$ cat config.mk
export PLATFORM = sky130hd
export DESIGN_NAME = attack_board_ctrl
export DESIGN_NICKNAME = d
export VERILOG_FILES = /design/src/rtl/attack_board_ctrl.sv
export SDC_FILE = /design/constraint.sdc
export NUM_CORES = 1
export LEC_CHECK = 0
export CAP_MARGIN = 20
export CORE_MARGIN = 2
export CORE_UTILIZATION = 49
export DETAILED_ROUTE_END_ITERATION = 16
export GPL_TIMING_DRIVEN = 1
export PLACE_DENSITY = 0.85
export SLEW_MARGIN = 20
export SYNTH_ARGS = -nofsm -noshare
export SYNTH_HDL_FRONTEND = slang
export SYNTH_SLANG_ARGS = --single-unit
$ cat constraint.sdc
create_clock -name clk -period 3.05 [get_ports clk]
set_clock_uncertainty 0.05 [all_clocks]
set_input_delay 0.61 -clock clk [delete_from_list [all_inputs] [get_ports clk]]
set_output_delay 0.61 -clock clk [all_outputs]
set_load 0.1 [all_outputs]
$ cat src/rtl/attack_board_ctrl.sv
// ---------------------------------------------------------------------------
// attack_board_ctrl
//
// Runs one player's attack turn on an NxN Battleship board and feeds the VGA
// path. A cursor is moved with debounced button pulses. A shot is fired at
// the cursor and resolved against the opponent's ship map. Hits and misses
// are recorded, and a sticky win flag is raised once every ship cell has
// been hit.
//
// Turn flow: IDLE -> AIM -> FIRE -> RESULT -> IDLE (or WIN).
//   AIM    : cursor moves and fire requests. A per-turn timer forfeits the
//            turn after TIMEOUT_CYCLES cycles spent in AIM.
//   FIRE   : one cycle; samples enemy_ships at the latched target and
//            records the outcome.
//   RESULT : one cycle; turn_done is high, with shot_hit / timed_out valid.
//   WIN    : terminal until reset; display_win stays high.
//
// Timing: a fire pulse sampled at clock edge t is recorded in the FIRE state.
// The shot_map update and turn_done both become visible after edge t+1,
// which is the cycle labelled t+2.
//
// Ports
//   clk, rst_n          clock (rising edge), asynchronous active-low reset
//   turn_start          1-cycle pulse, starts a turn (only honoured in IDLE)
//   btn_up/down/left/right
//                       1-cycle pulses, move the cursor with wrap-around
//   btn_fire            1-cycle pulse, shoot at the cursor cell
//   enemy_ships[r][c]   opponent ships; a non-zero cell holds a ship
//   cursor_map[r][c]    2'b01 at the cursor while aiming, 2'b00 elsewhere
//   shot_map[r][c]      00 untouched, 01 miss, 10 hit
//   hit_count           hits recorded so far (saturates at SHIP_CELLS)
//   turn_done           1-cycle pulse at the end of every turn
//   shot_hit            valid with turn_done: the shot hit a ship
//   timed_out           valid with turn_done: the turn was forfeited
//   display_win         sticky: all ship cells have been hit
// ---------------------------------------------------------------------------
module attack_board_ctrl #(
    parameter int N              = 5,
    parameter int SHIP_CELLS     = 6,
    parameter int TIMEOUT_CYCLES = 25000000
) (
    input  logic                            clk,
    input  logic                            rst_n,
    input  logic                            turn_start,
    input  logic                            btn_up,
    input  logic                            btn_down,
    input  logic                            btn_left,
    input  logic                            btn_right,
    input  logic                            btn_fire,
    input  logic [1:0]                      enemy_ships [N][N],
    output logic [1:0]                      cursor_map  [N][N],
    output logic [1:0]                      shot_map    [N][N],
    output logic [$clog2(SHIP_CELLS+1)-1:0] hit_count,
    output logic                            turn_done,
    output logic                            shot_hit,
    output logic                            timed_out,
    output logic                            display_win
);

    localparam int IW = (N > 1) ? $clog2(N) : 1;
    localparam int HW = $clog2(SHIP_CELLS + 1);
    localparam int TW = (TIMEOUT_CYCLES > 1) ? $clog2(TIMEOUT_CYCLES) : 1;

    localparam logic [IW-1:0] LAST_IDX   = IW'(N - 1);
    localparam logic [HW-1:0] HIT_GOAL   = HW'(SHIP_CELLS);
    localparam logic [TW-1:0] TIMER_LAST = TW'(TIMEOUT_CYCLES - 1);

    typedef enum logic [2:0] {
        S_IDLE,
        S_AIM,
        S_FIRE,
        S_RESULT,
        S_WIN
    } state_t;

    // Registered state
    state_t          state_q,       state_d;
    logic [IW-1:0]   row_q,         row_d;
    logic [IW-1:0]   col_q,         col_d;
    logic [IW-1:0]   tgt_row_q,     tgt_row_d;
    logic [IW-1:0]   tgt_col_q,     tgt_col_d;
    logic [TW-1:0]   timer_q,       timer_d;
    logic [HW-1:0]   hit_count_q,   hit_count_d;
    logic            turn_done_q,   turn_done_d;
    logic            shot_hit_q,    shot_hit_d;
    logic            timed_out_q,   timed_out_d;
    logic            display_win_q, display_win_d;
    logic [1:0]      cursor_map_q [N][N];
    logic [1:0]      cursor_map_d [N][N];
    logic [1:0]      shot_map_q   [N][N];
    logic [1:0]      shot_map_d   [N][N];

    // Combinational helpers
    logic            fire_ok;
    logic            ship_hit;

    // -----------------------------------------------------------------------
    // Next-state logic
    // -----------------------------------------------------------------------
    always_comb begin
        state_d       = state_q;
        row_d         = row_q;
        col_d         = col_q;
        tgt_row_d     = tgt_row_q;
        tgt_col_d     = tgt_col_q;
        timer_d       = timer_q;
        hit_count_d   = hit_count_q;
        display_win_d = display_win_q;
        shot_map_d    = shot_map_q;
        // Turn-status outputs are single-cycle pulses.
        turn_done_d   = 1'b0;
        shot_hit_d    = 1'b0;
        timed_out_d   = 1'b0;
        fire_ok       = 1'b0;
        ship_hit      = 1'b0;

        case (state_q)
            S_IDLE: begin
                // The cursor keeps its last position across turns.
                if (turn_start) begin
                    state_d = S_AIM;
                    timer_d = '0;
                end
            end

            S_AIM: begin
                timer_d = timer_q + TW'(1);
                fire_ok = btn_fire && (shot_map_q[row_q][col_q] == 2'b00);

                // One action per cycle. A fire pulse, even on an already-shot
                // cell, takes the cycle, and every move pulse that arrives
                // with it is dropped.
                if (btn_fire) begin
                    if (fire_ok) begin
                        state_d   = S_FIRE;
                        tgt_row_d = row_q;
                        tgt_col_d = col_q;
                    end
                end else if (btn_up) begin
                    row_d = (row_q == '0) ? LAST_IDX : row_q - IW'(1);
                end else if (btn_down) begin
                    row_d = (row_q == LAST_IDX) ? '0 : row_q + IW'(1);
                end else if (btn_left) begin
                    col_d = (col_q == '0) ? LAST_IDX : col_q - IW'(1);
                end else if (btn_right) begin
                    col_d = (col_q == LAST_IDX) ? '0 : col_q + IW'(1);
                end

                // An accepted fire in the last AIM cycle wins over the
                // timeout.
                if (!fire_ok && (timer_q == TIMER_LAST)) begin
                    state_d     = S_RESULT;
                    turn_done_d = 1'b1;
                    timed_out_d = 1'b1;
                end
            end

            S_FIRE: begin
                ship_hit = (enemy_ships[tgt_row_q][tgt_col_q] != 2'b00);
                shot_map_d[tgt_row_q][tgt_col_q] = ship_hit ? 2'b10 : 2'b01;
                if (ship_hit && (hit_count_q != HIT_GOAL)) begin
                    hit_count_d = hit_count_q + HW'(1);
                end
                state_d     = S_RESULT;
                turn_done_d = 1'b1;
                shot_hit_d  = ship_hit;
            end

            S_RESULT: begin
                if (hit_count_q == HIT_GOAL) begin
                    state_d       = S_WIN;
                    display_win_d = 1'b1;
                end else begin
                    state_d = S_IDLE;
                end
            end

            S_WIN: begin
                state_d = S_WIN;
            end

            default: begin
                state_d = S_IDLE;
            end
        endcase

        // The cursor map is built from the next-state values. A move is
        // therefore visible the cycle after its button pulse, and the map
        // clears as soon as the controller leaves AIM.
        for (int r = 0; r < N; r++) begin
            for (int c = 0; c < N; c++) begin
                cursor_map_d[r][c] = ((state_d == S_AIM) &&
                                      (row_d == IW'(r)) &&
                                      (col_d == IW'(c))) ? 2'b01 : 2'b00;
            end
        end
    end

    // -----------------------------------------------------------------------
    // State registers
    // -----------------------------------------------------------------------
    always_ff @(posedge clk or negedge rst_n) begin
        if (!rst_n) begin
            state_q       <= S_IDLE;
            row_q         <= '0;
            col_q         <= '0;
            tgt_row_q     <= '0;
            tgt_col_q     <= '0;
            timer_q       <= '0;
            hit_count_q   <= '0;
            turn_done_q   <= 1'b0;
            shot_hit_q    <= 1'b0;
            timed_out_q   <= 1'b0;
            display_win_q <= 1'b0;
            for (int r = 0; r < N; r++) begin
                for (int c = 0; c < N; c++) begin
                    cursor_map_q[r][c] <= 2'b00;
                    shot_map_q[r][c]   <= 2'b00;
                end
            end
        end else begin
            state_q       <= state_d;
            row_q         <= row_d;
            col_q         <= col_d;
            tgt_row_q     <= tgt_row_d;
            tgt_col_q     <= tgt_col_d;
            timer_q       <= timer_d;
            hit_count_q   <= hit_count_d;
            turn_done_q   <= turn_done_d;
            shot_hit_q    <= shot_hit_d;
            timed_out_q   <= timed_out_d;
            display_win_q <= display_win_d;
            for (int r = 0; r < N; r++) begin
                for (int c = 0; c < N; c++) begin
                    cursor_map_q[r][c] <= cursor_map_d[r][c];
                    shot_map_q[r][c]   <= shot_map_d[r][c];
                end
            end
        end
    end

    // -----------------------------------------------------------------------
    // Outputs
    // -----------------------------------------------------------------------
    assign cursor_map  = cursor_map_q;
    assign shot_map    = shot_map_q;
    assign hit_count   = hit_count_q;
    assign turn_done   = turn_done_q;
    assign shot_hit    = shot_hit_q;
    assign timed_out   = timed_out_q;
    assign display_win = display_win_q;

endmodule
==> results.py <==
metrics = {
    "clocking": {
        "post_cts_buffers": 0,
        "clock_latency_ns": 0.41,
        "cts-buffers-inserted": 17,
        "clkSinkCount": 122,
        "htree_levels": 4,
        "ctsRootBufferMaster": "clkbuf_16",
        "clk_pin_slew_ns": 0.06,
        "clockBufferDepth": 2,
        "cts_tree": "built",
    },
    "sta": {
        "tightest_slew_ns": 0.6073,
        "fmax_mhz": 348.3,
        "finalHoldViolations": 0,
        "finalSetupViolations": 0,
        "rsz0062_at_grt": "false",
        "drv_slew": 0,
        "finalCritPeriodShare_pct": 94.14,
        "worst_slack_ns": 0.1786,
        "fin_crit_ns": 2.871,
        "slew_headroom_pct": 58.94,
    },
    "critical_path": {
        "worst-setup-path-type": "reg2reg",
        "cp-end-kind": "flop",
        "worstPathRequired_ns": 3.29,
        "crit_arrival_ns": 3.11,
        "critPathMaxFanout": 26,
        "crit_path_start_kind": "flop",
    },
    "detailed_routing": {
        "post_drt_via_cell_ratio": 5.754,
        "first_pass_iters": 5,
        "wl_microns": 17260,
        "vias": 5547,
        "ant_nets": 0,
        "drt_iter0_drc": 577,
        "drc_errors": 0,
        "wl_per_cell_microns": 17.90,
    },
    "logic_synthesis": {
        "synth_common_cells": "dfrtp_1, nor2_1, nand2_1",
        "synth_edf_count": 0,
        "synthArstFlopShare_pct": 100.0,
        "synth_top_area_cell": "dfrtp_1",
        "yosysSeqAreaShare_pct": 48.35,
        "avgSynthCellArea_sq_um": 9.913,
        "yosysWarningCount": 0,
        "synth_seq_cells": 122,
        "yosysUniqueCellTypes": 71,
        "synth_area_leaders": "dfrtp_1, mux2_2, nor2_1, buf_4, nand2_1",
        "synth_cells": 637,
        "synth.most_common_cell": "dfrtp_1",
        "synth_top_area_share_pct": 48.35,
        "synth_flop_cell": "dfrtp_1",
        "syn_area_sq_mm": 0.006315,
    },
    "die": {
        "initial_core_util_pct": 50.04,
        "die_y_microns": 117.5,
        "rows": 41,
        "core_area_sq_mm": 0.01262,
        "pin_count": 165,
        "die_width_microns": 117.5,
        "dieArea_sq_mm": 0.01381,
    },
    "placed_design": {
        "portBuffers": 139,
        "place.gp.congestion": 0.9066,
        "place_hpwl_microns": 12340,
        "dp_slack_ns": -0.04554,
    },
    "final_layout": {
        "drive_above_1_share_pct": 23.74,
        "nets": 849,
        "syn2layout_area_growth_pct": 30.95,
        "diodes": 0,
    },
    "flow_run": {
        "maxCapViolCount": 0,
    },
    "global_route": {
        "grt_max_degree": 60,
        "first_global_vias": 5637,
        "grt_first_pass_wirelength_microns": 28270,
        "antenna_found_initial": 0,
        "gr-total-overflow": 0,
        "grtUsageTotal_pct": 25.36,
    },
    "power_and_ir_drop": {
        "p_total_mw": 9.691,
        "ir_worst_vdd_mv": 0.7662,
        "pwr_density_cell_mw_per_mm2": 1172,
        "p_leak_nw": 3.719,
    },
    "outcome": {
        "status": "finished clean",
    },
    "hold_path": {
        "hold_path.class": "in2async",
    },
}
-- sequential cells by signal (all words and copies together), names as in the netlist --
name	count
shot_map	50
shot_hit	1
timed_out	1
state_q	3
tgt_col_q	3
tgt_row_q	3
cursor_map	25
timer_q	25
display_win	1
row_q	3
col_q	3
turn_done	1
hit_count	3
-- critical path, cell delays in order, from the launching register on --
cell	delay (ns)
dfrtp_1	0.54
inv_2	0.21
mux4_2	0.55
o221a_1	0.27
a2111oi_2	0.44
nor3_4	0.16
buf_12	0.20
nor4_1	0.32
-- layout by cell type (no fill, tap or decap), drive strengths merged, types with 4 or more instances in the layout --
cell type / synthesis / routed
dfrtp: 122 / 122
buf: 41 / 106
nor2: 63 / 63
clkdlybuf4s50: 0 / 56
nand2: 53 / 53
nor3: 36 / 36
a21oi: 31 / 31
mux2: 31 / 31
o21ai: 27 / 27
a31oi: 26 / 26
conb: 1 / 25
nand3: 23 / 23
clkbuf: 21 / 21
inv: 15 / 17
o22ai: 14 / 14
o31ai: 12 / 12
ha: 11 / 11
nand4: 10 / 10
mux2i: 8 / 8
nor3b: 7 / 7
nand2b: 7 / 7
and3: 6 / 6
nand3b: 5 / 5
nor4b: 5 / 5
nor4: 5 / 5
a2bb2oi: 4 / 4
o211ai: 4 / 4
clkinvlp: 0 / 4
or3b: 4 / 4
-- final cells by class --
| class | count | area, sq um |
|---|---|---|
| Timing Repair Buffer | 162 | 1406 |
| Inverter | 15 | 56.30 |
| Fill cell | 977 | 4350 |
| Sequential cell | 122 | 3053 |
| Tap cell | 172 | 215.2 |
| Multi-Input combinational cell | 462 | 2960 |
| Clock inverter | 10 | 117.6 |
| Clock buffer | 21 | 460.4 |
-- through the flow --
| step | hold WS, ns | setup TNS (ns) | cells | instance area (sq um) | util, % |
|---|---|---|---|---|---|
| after floorplan | 0.2644 | 0 | 661 | 6405 | - |
| after global placement | 0.4085 | 0 | 933 | 7691 | 60.95 |
| after detailed placement | 0.4256 | -0.09888 | 933 | 7691 | 60.95 |
| after CTS | 0.1557 | 0 | 964 | 8269 | 65.53 |
| after global routing | 0.1835 | 0 | 964 | 8269 | 65.53 |
| final | 0.1474 | 0 | 964 | 8269 | 65.53 |
-- final timing paths --
path | slack, ns | endpoint | start | depth (start not counted)
worst max register to register | 0.18 | cursor_map[6]$_DFF_PN0_ | col_q[0]$_DFF_PN0_ | 7
worst max-delay path | 0.18 | cursor_map[6]$_DFF_PN0_ | col_q[0]$_DFF_PN0_ | 7
worst min-delay path | 0.15 | shot_map[3]$_DFFE_PN0P_ | rst_n | 1
min in group clk | 0.43 | display_win$_DFFE_PN0P_ | display_win$_DFFE_PN0P_ | 1
max in group asynchronous | 2.07 | tgt_row_q[0]$_DFFE_PN0P_ | rst_n | 2
worst min register to register | 0.43 | display_win$_DFFE_PN0P_ | display_win$_DFFE_PN0P_ | 1
-- per-layer routing --
layer / routed length, microns / vias to the layer above / share of wire, % / GRT usage (%)
met4: 614 / 0 / 3.6 / 12.20
met5: 0 / - / 0 / 0
met3: 1383 / 60 / 8.0 / 7.413
li1: - / 2549 / - / -
met2: 8416 / 276 / 49 / 41.52
met1: 6846 / 2662 / 40 / 30.88
-- cell families (layout without fill, tap and decap cells) --
family,after synthesis,after routing,synth area share (%)
flip-flops,122,122,48.35
buffers and inverters,77,208,6.499
multiplexers,41,41,7.509
other,1,25,0.05938
AND/OR/NAND/NOR,246,246,20.75
XOR/XNOR,2,2,0.2774
adder cells (fa/ha/maj),11,11,2.179
AO/OA/AOI/OAI,137,137,14.38
-- report_power, final --
part           internal [mW]  switching (mW)  leakage (nW)  total, mW
logic                   1.40            3.79          1.91       5.20
registers               2.01           0.538          1.54       2.54
clock network           1.24           0.710         0.272       1.95
-- repair_timing --
| item | in CTS | in global routing |
|---|---|---|
| hold buffers | 0 | 0 |
| setup endpoints to repair | 0 | 4 |
| hold endpoints to repair | 0 | 0 |
| gates resized for setup | 0 | 2 |
No activity file was read; power rests on OpenSTA's default activity.
